**src/rtl/ccc_lock_reset_seq_pkg.sv**
```systemverilog
// Purpose : shared state encodings and counter sizing for the CCC lock/reset sequencer.
// Latency : n/a (declarations only).
// Backpressure : n/a.
package ccc_seq_pkg;

   // Sequencer state, kept as plain 3-bit constants so SEQ_STATE can be
   // consumed by legacy software and scripts that decode raw numbers.
   typedef logic [2:0] seq_state_t;

   localparam seq_state_t ST_OFF       = 3'd0;
   localparam seq_state_t ST_ARST      = 3'd1;
   localparam seq_state_t ST_WAIT_LOCK = 3'd2;
   localparam seq_state_t ST_RELEASE   = 3'd3;
   localparam seq_state_t ST_RUN       = 3'd4;

   // Width of the shared cycle counters: wide enough to hold the largest
   // cycle parameter itself, since the timeout compare uses the
   // post-increment value, which can equal that parameter.
   function automatic int cnt_width(input int a, input int b, input int c,
                                    input int d, input int e);
      int m;
      m = a;
      if (b > m) m = b;
      if (c > m) m = c;
      if (d > m) m = d;
      if (e > m) m = e;
      if (m < 1) m = 1;
      return $clog2(m) + 1;
   endfunction

endpackage

```
**src/rtl/ccc_lock_reset_seq_if.sv**
```systemverilog
// Purpose : pin group between the sequencer and the CCC wrapper (LOCK in, PLL control out).
// Latency : n/a (wires only).
// Backpressure : none; LOCK is level-sensitive and asynchronous to the sequencer clock.
interface ccc_lock_reset_seq_if;

   logic LOCK;             // raw PLL lock, asynchronous
   logic PLL_POWERDOWN_N;  // low = PLL powered down
   logic PLL_ARST_N;       // low = PLL held in reset

   // Sequencer side.
   modport master (
      input  LOCK,
      output PLL_POWERDOWN_N,
      output PLL_ARST_N
   );

   // CCC side.
   modport slave (
      output LOCK,
      input  PLL_POWERDOWN_N,
      input  PLL_ARST_N
   );

endinterface

```
**src/rtl/ccc_lock_reset_seq_ce_div.sv**
```systemverilog
// Purpose : one channel's clock-enable divider; ce pulses once every div+1 cycles while en=1.
// Latency : ce is registered; first pulse lands div cycles after the enabling edge.
// Backpressure : none. Ports: clk, rst_n, en (channel out of reset), div (divide value), ce.
module ccc_ce_div #(
   parameter int W = 8
) (
   input  logic         clk,
   input  logic         rst_n,
   input  logic         en,
   input  logic [W-1:0] div,
   output logic         ce
);

   logic [W-1:0] cnt;

   // '>=' rather than '==' so that lowering div below the current count
   // wraps on the next cycle instead of running the counter all the way round.
   always_ff @(posedge clk or negedge rst_n) begin
      if (!rst_n) begin
         cnt <= '0;
         ce  <= 1'b0;
      end else if (!en) begin
         cnt <= '0;
         ce  <= 1'b0;
      end else if (cnt >= div) begin
         cnt <= '0;
         ce  <= 1'b1;
      end else begin
         cnt <= cnt + 1'b1;
         ce  <= 1'b0;
      end
   end

endmodule

```
**src/rtl/ccc_lock_reset_seq.sv**
```systemverilog
// Purpose : PLL power-up / lock qualification / staggered reset release for a fabric CCC.
// Latency : all outputs registered; LOCK seen through a 2-flop synchroniser (2 cycles).
// Backpressure : none; RELOCK_REQ is a single-cycle pulse honoured in every state but OFF.
// Ports   : CLK, RESET_N (async active-low); ccc (LOCK in, PLL_POWERDOWN_N/PLL_ARST_N out);
//           RELOCK_REQ, CE_DIV in; CH_RESET_N, CH_CE, READY, TIMEOUT_ERR, SEQ_STATE, LOSS_CNT out.
// Option  : define CCC_SEQ_LOSS_CNT_EN to build the saturating lock-loss counter on LOSS_CNT;
//           otherwise LOSS_CNT is tied to 0.
module ccc_lock_reset_seq
   import ccc_seq_pkg::*;
#(
   parameter int NUM_CH           = 4,
   parameter int PWRUP_CYC        = 64,
   parameter int ARST_CYC         = 16,
   parameter int LOCK_STABLE_CYC  = 256,
   parameter int LOCK_TIMEOUT_CYC = 65536,
   parameter int STAGGER_CYC      = 8,
   parameter int CE_DIV_W         = 8
) (
   input  logic                         CLK,
   input  logic                         RESET_N,
   ccc_lock_reset_seq_if.master         ccc,
   input  logic                         RELOCK_REQ,
   input  logic [NUM_CH*CE_DIV_W-1:0]   CE_DIV,
   output logic [NUM_CH-1:0]            CH_RESET_N,
   output logic [NUM_CH-1:0]            CH_CE,
   output logic                         READY,
   output logic                         TIMEOUT_ERR,
   output logic [2:0]                   SEQ_STATE,
   output logic [7:0]                   LOSS_CNT
);

   localparam int CW = cnt_width(PWRUP_CYC, ARST_CYC, LOCK_STABLE_CYC, LOCK_TIMEOUT_CYC,
                                 (NUM_CH - 1) * STAGGER_CYC);

   localparam logic [CW-1:0] PWRUP_LAST = CW'(PWRUP_CYC - 1);
   localparam logic [CW-1:0] ARST_LAST  = CW'(ARST_CYC - 1);
   localparam logic [CW-1:0] STABLE_N   = CW'(LOCK_STABLE_CYC);
   localparam logic [CW-1:0] TMO_N      = CW'(LOCK_TIMEOUT_CYC);
   localparam logic [CW-1:0] REL_LAST   = CW'((NUM_CH - 1) * STAGGER_CYC);

   seq_state_t          state, state_nxt;
   logic [CW-1:0]       cnt, cnt_nxt;     // cycles since state entry
   logic [CW-1:0]       scnt, scnt_nxt;   // consecutive LOCK_S-high cycles
   logic                lock_m, lock_s;
   logic                to_err;           // timeout this cycle
   logic                loss;             // lock-loss transition this cycle
   logic [NUM_CH-1:0]   ch_rst_nxt;

   // LOCK comes from the PLL domain: two flops before any decision uses it.
   always_ff @(posedge CLK or negedge RESET_N) begin
      if (!RESET_N) begin
         lock_m <= 1'b0;
         lock_s <= 1'b0;
      end else begin
         lock_m <= ccc.LOCK;
         lock_s <= lock_m;
      end
   end

   always_comb begin
      state_nxt = state;
      cnt_nxt   = cnt + 1'b1;
      scnt_nxt  = '0;
      to_err    = 1'b0;
      loss      = 1'b0;
      case (state)
         ST_OFF: begin
            if (cnt == PWRUP_LAST) begin
               state_nxt = ST_ARST;
               cnt_nxt   = '0;
            end
         end
         ST_ARST: begin
            if (cnt == ARST_LAST) begin
               state_nxt = ST_WAIT_LOCK;
               cnt_nxt   = '0;
            end
         end
         ST_WAIT_LOCK: begin
            scnt_nxt = lock_s ? scnt + 1'b1 : '0;
            // Lock is tested first so it wins a same-cycle tie with timeout.
            if (scnt_nxt == STABLE_N) begin
               state_nxt = ST_RELEASE;
               cnt_nxt   = '0;
            end else if (cnt_nxt == TMO_N) begin
               state_nxt = ST_OFF;
               cnt_nxt   = '0;
               to_err    = 1'b1;
            end
         end
         ST_RELEASE: begin
            if (!lock_s) begin
               loss = 1'b1;
            end else if (cnt == REL_LAST) begin
               state_nxt = ST_RUN;
               cnt_nxt   = '0;
            end
         end
         ST_RUN: begin
            cnt_nxt = cnt;
            if (!lock_s) loss = 1'b1;
         end
         default: begin
            state_nxt = ST_OFF;
            cnt_nxt   = '0;
         end
      endcase

      if (loss) begin
         state_nxt = ST_ARST;
         cnt_nxt   = '0;
      end

      // A relock request overrides every other transition, including a
      // simultaneous lock loss, so that case is not counted as a loss.
      if (RELOCK_REQ && (state != ST_OFF)) begin
         state_nxt = ST_OFF;
         cnt_nxt   = '0;
         to_err    = 1'b0;
         loss      = 1'b0;
      end
   end

   // Channel k opens once k*STAGGER_CYC cycles have elapsed in RELEASE;
   // cnt_nxt is 0 on the entry edge, so channel 0 opens right away.
   always_comb begin
      ch_rst_nxt = '0;
      if (state_nxt == ST_RUN) begin
         ch_rst_nxt = '1;
      end else if (state_nxt == ST_RELEASE) begin
         for (int k = 0; k < NUM_CH; k++) begin
            ch_rst_nxt[k] = (cnt_nxt >= CW'(k * STAGGER_CYC));
         end
      end
   end

   // Outputs are registered from the next-state decode so they change on
   // the same edge as the state they belong to.
   always_ff @(posedge CLK or negedge RESET_N) begin
      if (!RESET_N) begin
         state               <= ST_OFF;
         cnt                 <= '0;
         scnt                <= '0;
         ccc.PLL_POWERDOWN_N <= 1'b0;
         ccc.PLL_ARST_N      <= 1'b0;
         CH_RESET_N          <= '0;
         READY               <= 1'b0;
         TIMEOUT_ERR         <= 1'b0;
      end else begin
         state               <= state_nxt;
         cnt                 <= cnt_nxt;
         scnt                <= scnt_nxt;
         ccc.PLL_POWERDOWN_N <= (state_nxt != ST_OFF);
         ccc.PLL_ARST_N      <= (state_nxt == ST_WAIT_LOCK) || (state_nxt == ST_RELEASE) ||
                                (state_nxt == ST_RUN);
         CH_RESET_N          <= ch_rst_nxt;
         READY               <= (state_nxt == ST_RUN);
         if (to_err) begin
            TIMEOUT_ERR <= 1'b1;
         end else if ((state_nxt == ST_RUN) && (state != ST_RUN)) begin
            TIMEOUT_ERR <= 1'b0;
         end
      end
   end

   assign SEQ_STATE = state;

`ifdef CCC_SEQ_LOSS_CNT_EN
   always_ff @(posedge CLK or negedge RESET_N) begin
      if (!RESET_N) begin
         LOSS_CNT <= '0;
      end else if (loss && (LOSS_CNT != 8'hFF)) begin
         LOSS_CNT <= LOSS_CNT + 1'b1;
      end
   end
`else
   assign LOSS_CNT = '0;
`endif

   // Dividers are enabled from the next-cycle reset value so a freshly
   // released channel counts from its release edge and CE drops together
   // with its reset.
   for (genvar i = 0; i < NUM_CH; i++) begin : g_ce
      ccc_ce_div #(
         .W (CE_DIV_W)
      ) u_ce_div (
         .clk   (CLK),
         .rst_n (RESET_N),
         .en    (ch_rst_nxt[i]),
         .div   (CE_DIV[i*CE_DIV_W +: CE_DIV_W]),
         .ce    (CH_CE[i])
      );
   end

endmodule

```
**src/flat_wrapper.sv**
```systemverilog
// flat-port wrapper written by rule: the top's interface ports become plain ports
module ccc_lock_reset_seq_flat import ccc_seq_pkg::*;
#(
   parameter int NUM_CH           = 4,
   parameter int PWRUP_CYC        = 64,
   parameter int ARST_CYC         = 16,
   parameter int LOCK_STABLE_CYC  = 256,
   parameter int LOCK_TIMEOUT_CYC = 65536,
   parameter int STAGGER_CYC      = 8,
   parameter int CE_DIV_W         = 8
)
  (CLK, RESET_N, RELOCK_REQ, CE_DIV, CH_RESET_N, CH_CE, READY, TIMEOUT_ERR, SEQ_STATE, LOSS_CNT, ccc_LOCK, ccc_PLL_POWERDOWN_N, ccc_PLL_ARST_N);
  ccc_lock_reset_seq_if ccc_i ();
  input  logic CLK;
  input  logic RESET_N;
  input  logic RELOCK_REQ;
  input  logic [NUM_CH*CE_DIV_W-1:0] CE_DIV;
  output logic [NUM_CH-1:0] CH_RESET_N;
  output logic [NUM_CH-1:0] CH_CE;
  output logic READY;
  output logic TIMEOUT_ERR;
  output logic [2:0] SEQ_STATE;
  output logic [7:0] LOSS_CNT;
  input wire logic [$bits(ccc_i.LOCK)-1:0] ccc_LOCK;
  output wire logic [$bits(ccc_i.PLL_POWERDOWN_N)-1:0] ccc_PLL_POWERDOWN_N;
  output wire logic [$bits(ccc_i.PLL_ARST_N)-1:0] ccc_PLL_ARST_N;
  assign ccc_i.LOCK = ccc_LOCK;
  assign ccc_PLL_POWERDOWN_N = ccc_i.PLL_POWERDOWN_N;
  assign ccc_PLL_ARST_N = ccc_i.PLL_ARST_N;
  ccc_lock_reset_seq #(.NUM_CH(NUM_CH), .PWRUP_CYC(PWRUP_CYC), .ARST_CYC(ARST_CYC), .LOCK_STABLE_CYC(LOCK_STABLE_CYC), .LOCK_TIMEOUT_CYC(LOCK_TIMEOUT_CYC), .STAGGER_CYC(STAGGER_CYC), .CE_DIV_W(CE_DIV_W)) u_core (.CLK(CLK), .RESET_N(RESET_N), .ccc(ccc_i), .RELOCK_REQ(RELOCK_REQ), .CE_DIV(CE_DIV), .CH_RESET_N(CH_RESET_N), .CH_CE(CH_CE), .READY(READY), .TIMEOUT_ERR(TIMEOUT_ERR), .SEQ_STATE(SEQ_STATE), .LOSS_CNT(LOSS_CNT));
endmodule
```
**config.mk**
```make
export PLATFORM = sky130hd
export DESIGN_NAME = ccc_lock_reset_seq_flat
export DESIGN_NICKNAME = d
export VERILOG_FILES = /design/src/rtl/ccc_lock_reset_seq_pkg.sv /design/src/rtl/ccc_lock_reset_seq_if.sv /design/src/rtl/ccc_lock_reset_seq_ce_div.sv /design/src/rtl/ccc_lock_reset_seq.sv /design/src/flat_wrapper.sv
export SDC_FILE = /design/constraint.sdc
export NUM_CORES = 1
export LEC_CHECK = 0
export CAP_MARGIN = 15
export CORE_UTILIZATION = 55
export CTS_CLUSTER_DIAMETER = 200
export CTS_CLUSTER_SIZE = 20
export DETAILED_ROUTE_END_ITERATION = 8
export PLACE_DENSITY = 0.83
export SYNTH_ARGS = -nofsm -noshare
export SYNTH_HDL_FRONTEND = slang
export SYNTH_SLANG_ARGS = --single-unit
```
**constraint.sdc**
```tcl
create_clock -name CLK -period 7.5 [get_ports CLK]
set_clock_uncertainty 0.1 [all_clocks]
set_input_delay 0.75 -clock CLK [delete_from_list [all_inputs] [get_ports CLK]]
set_output_delay 0.75 -clock CLK [all_outputs]
set_load 0.01 [all_outputs]
```
After elaboration in Yosys (flattened, before gate mapping)
Cells that the tools add are included.
Widths: inputs -> output; s select.
{ "word_totals": {"in_bits": 36, "ff_bits": 83, "out_inout_bits": 23, "word_cells": 100} }
{ "classes": {"order_cmp": 8, "mux": 46, "n_reduce_logical": 9, "n_eq_ne": 13, "n_addsub": 6} }
{ "op_table": {"columns": ["op", "n"], "rows": [
  ["$mux 17", 10],
  ["$pmux 17 s5", 1],
  ["$mux 8", 8],
  ["$add 17x1->17 const B", 2],
  ["$ge 17x5->1 const B", 2],
  ["$add 8x1->8 const B", 4],
  ["$ge 8x8->1", 4],
  ["$mux 3", 8],
  ["$eq 17x17->1 const B", 1],
  ["$eq 17x4->1 const B", 1],
  ["$eq 17x5->1 const B", 1],
  ["$eq 17x6->1 const B", 1],
  ["$eq 17x9->1 const B", 1],
  ["$ge 17x1->1 const B", 1],
  ["$ge 17x4->1 const B", 1],
  ["$mux 1", 16],
  ["$pmux 3 s5", 1],
  ["$eq 3x2->1 const B", 4],
  ["$mux 4", 2],
  ["$eq 3x3->1 const B", 2],
  ["$reduce_bool 3->1", 2],
  ["$eq 3x1->1 const B", 1],
  ["$logic_not 3->1", 1],
  ["$ne 3x3->1 const B", 1],
  ["4 further kinds", 6]
]} }

Depth between registers and ports, before layout
Gate-level depths: netlist of run 1.
{ "logic_depth": {"depth_word": 11, "depth_mapped": 12, "mapped_depth_nobuf": 11} }

By module
From an unflattened synthesis of run 1, not the netlist that was laid out.
{ "hier_totals": {"hier_cells": 609, "area_unflattened_um2": 5531.6} }
{ "by_module_without_submodules": {"columns": ["mod", "seq_area_each_um2", "cells_per_inst", "area_per_inst_um2", "n_inst"], "rows": [
  ["ccc_lock_reset_seq", 1176.1, 373, 3144.3, 1],
  ["ccc_ce_div", 225.2, 59, 596.8, 4]
]} }

Worst setup path after synthesis of run 1
No wires, ideal clock.
{ "synth_timing": {"path_kind": "reg-to-reg", "startpoint": "register u_core.cnt[0]", "endpoint": "register u_core.g_ce[2].u_ce_div.cnt[1]", "n_path_buf": 1, "arrival_ns": 2.789, "path_slack_ns": 4.491, "setup_ns": 0.120, "synth_period_minus_slack_ns": 3.009, "required_ns": 7.280, "stages_incl_launch_ff": 12, "cell_sequence": "dfrtp_1 ha_1 and3_1 buf_2 nand3_1 o21a_1 or2_1 nand4b_1 a2111oi_1 o311ai_1 and2_1 and3_1"} }
{ "synth_via": {"elab_chain_len": 11, "word_cells_on_any_way": 29, "classes_between": "add/sub (1); order compare (1); eq/ne (6); mux (21)"} }
{ "synth_lines": {"columns": ["element", "line", "rtl"], "rows": [
  ["from (decl)", "ccc_lock_reset_seq.sv:42", "logic [CW-1:0] cnt, cnt_nxt;"],
  ["from (signal assigned)", "ccc_lock_reset_seq.sv:151", "cnt <= cnt_nxt;"],
  ["$add 17x1->17", "ccc_lock_reset_seq.sv:62", "cnt_nxt = cnt + 1'b1;"],
  ["$eq 17x17->1", "ccc_lock_reset_seq.sv:85", "end else if (cnt_nxt == TMO_N) begin"],
  ["$mux 17 / $mux 3 (equally long branches)", "ccc_lock_reset_seq.sv:85", null],
  ["$mux 17 / $mux 3 (equally long branches)", "ccc_lock_reset_seq.sv:82", "if (scnt_nxt == STABLE_N) begin"],
  ["$pmux 17 s5 / $pmux 3 s5 (equally long branches)", "ccc_lock_reset_seq.sv:66", "case (state)"],
  ["$mux 17 / $mux 3 (equally long branches)", "ccc_lock_reset_seq.sv:109", "if (loss) begin"],
  ["$mux 17 / $mux 3 (equally long branches)", "ccc_lock_reset_seq.sv:116", "if (RELOCK_REQ && (state != ST_OFF)) begin"],
  ["$ge 17x5->1 / $eq 3x2->1 (equally long branches)", "ccc_lock_reset_seq.sv:132, ccc_lock_reset_seq.sv:130", null],
  ["$mux 4", "ccc_lock_reset_seq.sv:130", "end else if (state_nxt == ST_RELEASE) begin"],
  ["$mux 4 (*)", "ccc_lock_reset_seq.sv:128", "if (state_nxt == ST_RUN) begin"],
  ["via u_core.g_ce[2].u_ce_div.en", "ccc_lock_reset_seq_ce_div.sv:9", "input logic en,"],
  ["$mux 8 (*)", "ccc_lock_reset_seq_ce_div.sv:22", "end else if (!en) begin"],
  ["to (signal assigned)", "ccc_lock_reset_seq_ce_div.sv:29", "cnt <= cnt + 1'b1;"],
  ["to (decl)", "ccc_lock_reset_seq_ce_div.sv:14", "logic [W-1:0] cnt;"]
]} }
The timed path passes the listed nets; every way through them passes the cells marked *.
A chain may end at the register's enable or synchronous reset.

Worst setup path in the final report of run 1
{ "layout_timing": {"startpoint": "register u_core.cnt[0]", "endpoint": "register u_core.g_ce[3].u_ce_div.cnt[7]"} }
{ "layout_via": {"elab_chain_len": 11, "word_cells_on_any_way": 29, "classes_between": "add/sub (1); order compare (1); eq/ne (6); mux (21)"} }
{ "layout_lines": {"columns": ["element", "line", "rtl"], "rows": [
  ["$add 17x1->17", "ccc_lock_reset_seq.sv:62", null],
  ["$eq 17x17->1", "ccc_lock_reset_seq.sv:85", null],
  ["$mux 17", "ccc_lock_reset_seq.sv:85", null],
  ["$mux 17", "ccc_lock_reset_seq.sv:82", null],
  ["$pmux 17 s5 (*)", "ccc_lock_reset_seq.sv:66", null],
  ["$mux 17 (*)", "ccc_lock_reset_seq.sv:109", null],
  ["$mux 17 (*)", "ccc_lock_reset_seq.sv:116", null],
  ["via u_core.cnt_nxt[3]", "ccc_lock_reset_seq.sv:42", null],
  ["$ge 17x5->1 (*)", "ccc_lock_reset_seq.sv:132", "ch_rst_nxt[k] = (cnt_nxt >= CW'(k * STAGGER_CYC));"],
  ["$mux 4 (*)", "ccc_lock_reset_seq.sv:130", null],
  ["$mux 4 (*)", "ccc_lock_reset_seq.sv:128", null],
  ["$mux 8 (*)", "ccc_lock_reset_seq_ce_div.sv:22", null],
  ["to (signal assigned)", "ccc_lock_reset_seq_ce_div.sv:29", null],
  ["to (decl)", "ccc_lock_reset_seq_ce_div.sv:14", null]
]} }
Marks and branches as above.

==> out/results.ini, run 1 <==
[critical_path]
cp.required_ns=7.62
cp.arrival_ns=3.74
endpoint_kind=register
r2r_slack_ns=3.88
worstRegToRegCells=10
path_class=register to register
worst_setup_path_start_kind=register
cp_max_fo=10

[yosys]
synth-warning-count=0
synthTopCellsByArea=dfrtp_1, ha_1, nor2_1
synth-edff-count=0
syn_area_um2=5583
synth.distinct_cells=71
synth-seq-cells=83
synth_top_area_share_pct=37.20
netlist_instances=621
async_flop_share_pct=100.0
syn_area_per_cell_um2=8.990
synth_top_area_cell=dfrtp_1
seq_area_frac_synth_pct=37.20
yosys_most_used_dff=dfrtp_1

[clocking]
ctsRootBufferMaster=clkbuf_8
cts_setup_buffers=0
numCtsBuffers=9
cts_sinks=83
cts_tree=yes
cts_resized=0
clk_pin_slew_ns=0.09
cts_hold_buf=0
cts_htree_levels=3
clockBufferDepth=2
clock_latency_ns=0.36

[final_layout]
num_antenna_cells=0
instances_no_fill=791
fin_util_pct=64.05
drive_gt1_share_pct=5.319
syn_to_final_growth_pct=12.66
layout.nets=728
final_cell_area_um2=6290
fill_cells=818

[timing]
rsz0062_at_grt=false
tns_ns=0
fin_hold_ws_ns=0.2573
fmax_ghz=0.2765
hold_viol=0
slew_viol_final=0
fin_crit_sh_pct=48.21
min_period_ns=3.616
setup_ws_ns=3.884
slew_headroom_pct=32.62
setup_viol=0
tightest_slew_ns=1.011

[drt]
post_drt_wl_per_cell_um=15.27
firstDrtPassIters=6
first_iter_violations=393
drc=0
ant_nets=0
vias=4570
viasPerCell=5.777
drt-total-wl_um=12080

[power]
clkPwrFrac_pct=27.2
pwr-share-seq_pct=42.1
leakagePower_nw=2.879
peakVddDrop_mv=0.1460
cellInternalPower_uw=768.9
pwr-share-comb_pct=30.7
power.total_mw=1.247
netSwitchingFraction_pct=38.34
p_sw_uw=478.0
powerDensity_nw_per_um2=198.2

[global_route]
grt_pass1_wl_um=19620
grt_use_total_pct=23.69
grt_max_degree=84
grt_pass1_vias=4163
antenna_found_initial=0
grt_remaining_overflow=0

[floorplan]
start_util_pct=56.86
die_w_um=102.8
io_pins=59
dieArea_um2=10560
core_area_um2=9819
rows=36
fp.dieH_um=102.8

[min_path]
holdPathStages=0
hold_class=register to register

[place]
preCtsSetupSlack_ns=3.982
gp_congestion=0.9494
io_buffers=50
place_area_um2=6082
dpl.cell_count=775
dp_hpwl_um=8840

[status]
status=finished, final reports clean

[flow_run]
drv_cap=0

-- cells in the final DEF (no fill, tap or decap), types with 8 or more instances in the layout --
cell type	synthesis	final
nand3_1	39	39
a21oi_1	26	26
conb_1	1	8
dfrtp_1	83	83
nand4_1	12	12
nand2_1	26	26
and2_1	10	10
and3_1	19	19
xor2_1	26	26
nor3_1	18	18
a21o_1	20	20
xnor2_1	24	24
nor2_1	69	69
o21ai_0	18	18
clkdlybuf4s50_1	0	49
inv_1	43	43
ha_1	39	39
clkbuf_8	0	9
-- power by group through the flow --
stage          Combinational, mW  Clock [mW]  Sequential, mW
6_report                   0.383       0.339           0.525
5_1_grt                    0.426       0.368           0.529
4_1_cts                    0.380       0.347           0.523
3_5_place_dp               0.378           0           0.530
3_3_place_gp               0.368           0           0.528
2_1_floorplan              0.283           0           0.506
-- layout make-up --
class                      instances  area (µm²)  share of cell area (%)
clock inverter                     7       83.83                   1.333
timing repair buffer              52       513.0                   8.156
tap                              133       166.4                   2.646
sequential                        83        2077                   33.02
clock buffer                       9       123.9                   1.969
inverter                          44       165.2                   2.626
multi-input combinational        463        3161                   50.25
-- Yosys cell counts, drive strengths merged, types with 2 or more instances --
| library cell | instances |
|---|---|
| xor2 | 26 |
| nand2 | 27 |
| nor2 | 69 |
| inv | 44 |
| nand2b | 7 |
| a31oi | 4 |
| nand4 | 14 |
| clkbuf | 13 |
| nor4 | 7 |
| nand3 | 40 |
| nor3b | 5 |
| or2 | 2 |
| xnor2 | 24 |
| mux2i | 3 |
| and4 | 6 |
| o21a | 7 |
| ha | 39 |
| o211ai | 5 |
| o21ai | 22 |
| or3 | 2 |
| a31o | 2 |
| a311o | 2 |
| nand4b | 4 |
| a21boi | 3 |
| a2111oi | 2 |
| o2111ai | 2 |
| a21oi | 27 |
| o311ai | 2 |
| nor3 | 19 |
| a21o | 20 |
| a211oi | 3 |
| nor2b | 5 |
| dfrtp | 83 |
| and2 | 10 |
| o31ai | 5 |
| a311oi | 6 |
| and3 | 19 |
| buf | 25 |
-- per-layer routing --
metal | vias to the layer above | part of all wire (%) | GRT usage, %
met1 | 2164 | 46 | 32.69
met5 | - | 0 | 0
met3 | 12 | 6.4 | 4.339
met4 | 0 | 0.99 | 5.634
met2 | 152 | 47 | 38.87
li1 | 2242 | - | -
-- registers in the layout, summed over array words and instances, names as in the netlist, 3 cells and up --
signal	count
u_core.SEQ_STATE	3
u_core.CH_RESET_N	4
u_core.g_ce.u_ce_div.cnt	32
u_core.cnt	17
u_core.g_ce.u_ce_div.ce	4
u_core.scnt	17
-- final timing paths --
check	endpoint	start
max	u_core.g_ce[3].u_ce_div.cnt[7]	u_core.cnt[0]
min	u_core.lock_s	u_core.lock_m
max reg2reg	u_core.g_ce[3].u_ce_div.cnt[7]	u_core.cnt[0]
min reg2reg	u_core.lock_s	u_core.lock_m
max in group asynchronous	u_core.cnt[5]	RESET_N
min in group asynchronous	u_core.g_ce[2].u_ce_div.cnt[6]	RESET_N
-- critical path, stage by stage (launching register included) --
cell	delay (ns)
dfrtp_1	0.49
ha_1	0.31
nand3_1	0.22
nor4_1	0.51
xnor2_1	0.20
nand4_1	0.21
nand4bb_1	0.33
a31oi_1	0.30
a32oi_2	0.25
a21oi_2	0.44
nor3_1	0.11
-- cells by family (layout without fill, tap and decap cells) --
group                      after synthesis  count (layout)  share of synthesized area, %
DFF                                     83              83                         37.20
AOI/OAI and AO/OA                      122             122                         15.82
xor gates and xnor gates                50              50                         7.844
muxes                                    3               3                        0.5379
other                                    1               8                       0.06717
and+or+nand+nor                        241             241                         23.13
buffers and inverters                   82             112                         6.656
adders and majority gates               39              39                         8.741
Note: power is estimated with default switching activity, not from simulation.
==> inputs of run 2 (changes only) <==
==> constraint.sdc (replaced) <==
create_clock -name CLK -period 3.6 [get_ports CLK]
set_clock_uncertainty 0.1 [all_clocks]
set_input_delay 0.36 -clock CLK [delete_from_list [all_inputs] [get_ports CLK]]
set_output_delay 0.36 -clock CLK [all_outputs]
set_load 0.01 [all_outputs]
==> out/results.ini, run 2 (synthesis results as in run 1) <==
[status]
status=finished, final reports clean

[clocking]
cts_tree=yes
clk_pin_slew_ns=0.09  ; about the same
clock_latency_ns=0.36  ; about the same
cts_htree_levels=3  ; unchanged
clockBufferDepth=2  ; unchanged
cts_hold_buf=0  ; unchanged
numCtsBuffers=9  ; unchanged
ctsRootBufferMaster=clkbuf_8
cts_sinks=83  ; unchanged

[drt]
viasPerCell=5.839  ; +1.1%
first_iter_violations=260  ; -34%
ant_nets=0  ; unchanged
post_drt_wl_per_cell_um=15.06  ; -1.3%
firstDrtPassIters=5  ; -1
drc=0  ; unchanged
vias=4642  ; +1.6%
drt-total-wl_um=11970  ; -0.84%

[critical_path]
cp.arrival_ns=3.44  ; -0.30 ns
worstRegToRegCells=10  ; unchanged
endpoint_kind=register
cp_max_fo=8  ; -2
cp.required_ns=3.74  ; -3.88 ns
r2r_end=u_core.g_ce[1].u_ce_div.cnt[7]
reg2reg_from=u_core.cnt[0]
worst_setup_path_start_kind=register
r2r_slack_ns=0.29  ; -3.59 ns
path_class=register to register

[timing]
tns_ns=0  ; unchanged
hold_viol=0  ; unchanged
fin_hold_ws_ns=0.06609  ; -0.1912 ns
slew_viol_final=0  ; unchanged
rsz0062_at_grt=false
fmax_ghz=0.3024  ; +9.4%
min_period_ns=3.307  ; -0.3094 ns
setup_ws_ns=0.2934  ; -3.591 ns
setup_viol=0  ; unchanged
tightest_slew_ns=1.019  ; +0.007954 ns
fin_crit_sh_pct=91.85  ; +44 points
slew_headroom_pct=32.09  ; -0.53 points

[global_route]
grt_max_degree=84  ; unchanged
grt_use_total_pct=24.08  ; +0.38 points
grt_remaining_overflow=0  ; unchanged
grt_pass1_wl_um=19990  ; +1.9%
grt_pass1_vias=4345  ; +4.4%
antenna_found_initial=0  ; unchanged

[final_layout]
final_cell_area_um2=6314  ; +0.38%
final_cell_mix=dfrtp_1, nor2_1, clkdlybuf4s50_1
largest_reg_flops=32  ; unchanged
num_antenna_cells=0  ; unchanged
fill_cells=815  ; -0.37%
final_common_cell=dfrtp_1
multi_input_area_um2=3187  ; +0.83%
syn_to_final_growth_pct=13.09
drive_gt1_share_pct=6.193  ; +0.87 points
largestRegisters=u_core.g_ce.u_ce_div.cnt: 32 flops, u_core.cnt: 17 flops, u_core.scnt: 17 flops
seqCellArea_um2=2077  ; unchanged
layout.nets=732  ; +0.55%
regMostFlops=u_core.g_ce.u_ce_div.cnt

[power]
cellInternalPower_mw=1.539  ; +100%
clkPwrFrac_pct=24.5  ; -2.7 points
netSwitchingFraction_pct=38.93  ; +0.60 points
powerDensity_nw_per_um2=399.2  ; +100%
pwr-share-comb_pct=32.1  ; +1.4 points
leakagePower_nw=2.878  ; about the same
peakVddDrop_mv=0.2741  ; +88%
power.total_mw=2.521  ; +100%
p_sw_uw=981.4  ; +110%
pwr-share-seq_pct=43.4  ; +1.3 points

[place]
preCtsSetupSlack_ns=0.1853  ; -3.796 ns
place_area_um2=6097  ; +0.25%
dp_hpwl_um=8739  ; -1.1%
gp_congestion=0.9885  ; +4.1%
io_buffers=50  ; unchanged

[floorplan]
io_pins=59  ; unchanged
start_util_pct=56.86  ; unchanged
rows=36  ; unchanged
dieArea_um2=10560  ; unchanged
core_area_um2=9819  ; unchanged
fp.dieH_um=102.8  ; unchanged
die_w_um=102.8  ; unchanged

[flow_run]
drv_cap=0  ; unchanged

[min_path]
hold_class=input pin to asynchronous set/reset pin

-- run 2: timing repair --
action / 4_1_cts / 5_1_grt
endpoints found under the setup margin: 0 / 28
buffers inserted: 0 / 2
gates resized for setup: 0 / 4
-- run 2: critical path, stage by stage (launching register included) --
cell,delay (ns)
dfrtp_1,0.48
ha_1,0.31
and3_1,0.29
nand3_1,0.16
o21a_1,0.24
or2_1,0.26
nand4b_1,0.19
a2111oi_2,0.52
o311ai_2,0.20
o211ai_4,0.33
nor2_1,0.10
-- run 2: final cells by class --
type	instances	share of cell area, %
timing repair buffer	56	8.601
clock inverter	6	0.7531
inverter	44	2.616
sequential	83	32.90
tap	133	2.636
clock buffer	10	2.021
multi-input combinational	463	50.48
-- run 2: worst max path at each step --
stage | start | end | cells past startpoint
floorplan | u_core.cnt[0] | u_core.g_ce[2].u_ce_div.cnt[1] | 11
CTS | u_core.scnt[0] | u_core.g_ce[2].u_ce_div.cnt[2] | 10
finish | u_core.cnt[0] | u_core.g_ce[1].u_ce_div.cnt[7] | 10
detailed placement | u_core.cnt[0] | u_core.g_ce[1].u_ce_div.cnt[5] | 10
global route | u_core.cnt[0] | u_core.g_ce[1].u_ce_div.cnt[7] | 10
global placement | u_core.cnt[0] | u_core.g_ce[1].u_ce_div.cnt[7] | 10
-- run 2: layer usage --
metal / global-route usage, % / share of wire, % / wire [µm] / up-vias
li1: - / - / - / 2246
met1: 33.57 / 47 / 5640 / 2220
met2: 38.36 / 46 / 5552 / 146
met3: 4.000 / 4.7 / 564 / 30
met4: 7.909 / 1.8 / 215 / 0
met5: 0 / 0 / 0 / -
-- run 2: power by group through the flow --
stage	Sequential (mW)	Clock, mW	Combinational (mW)
after global routing	1.10	0.674	0.911
final	1.09	0.618	0.810
after CTS	1.09	0.629	0.773
after global placement	1.10	0	0.748
after floorplan	1.05	0	0.590
after detailed placement	1.11	0	0.770
-- run 2: per-stage QoR --
step / std cells / utilization, %
finish: 795 / 64.30
global route: 795 / 64.30
CTS: 793 / 63.88
detailed placement: 777 / 62.09
global placement: 777 / 62.09
floorplan: 628 / -
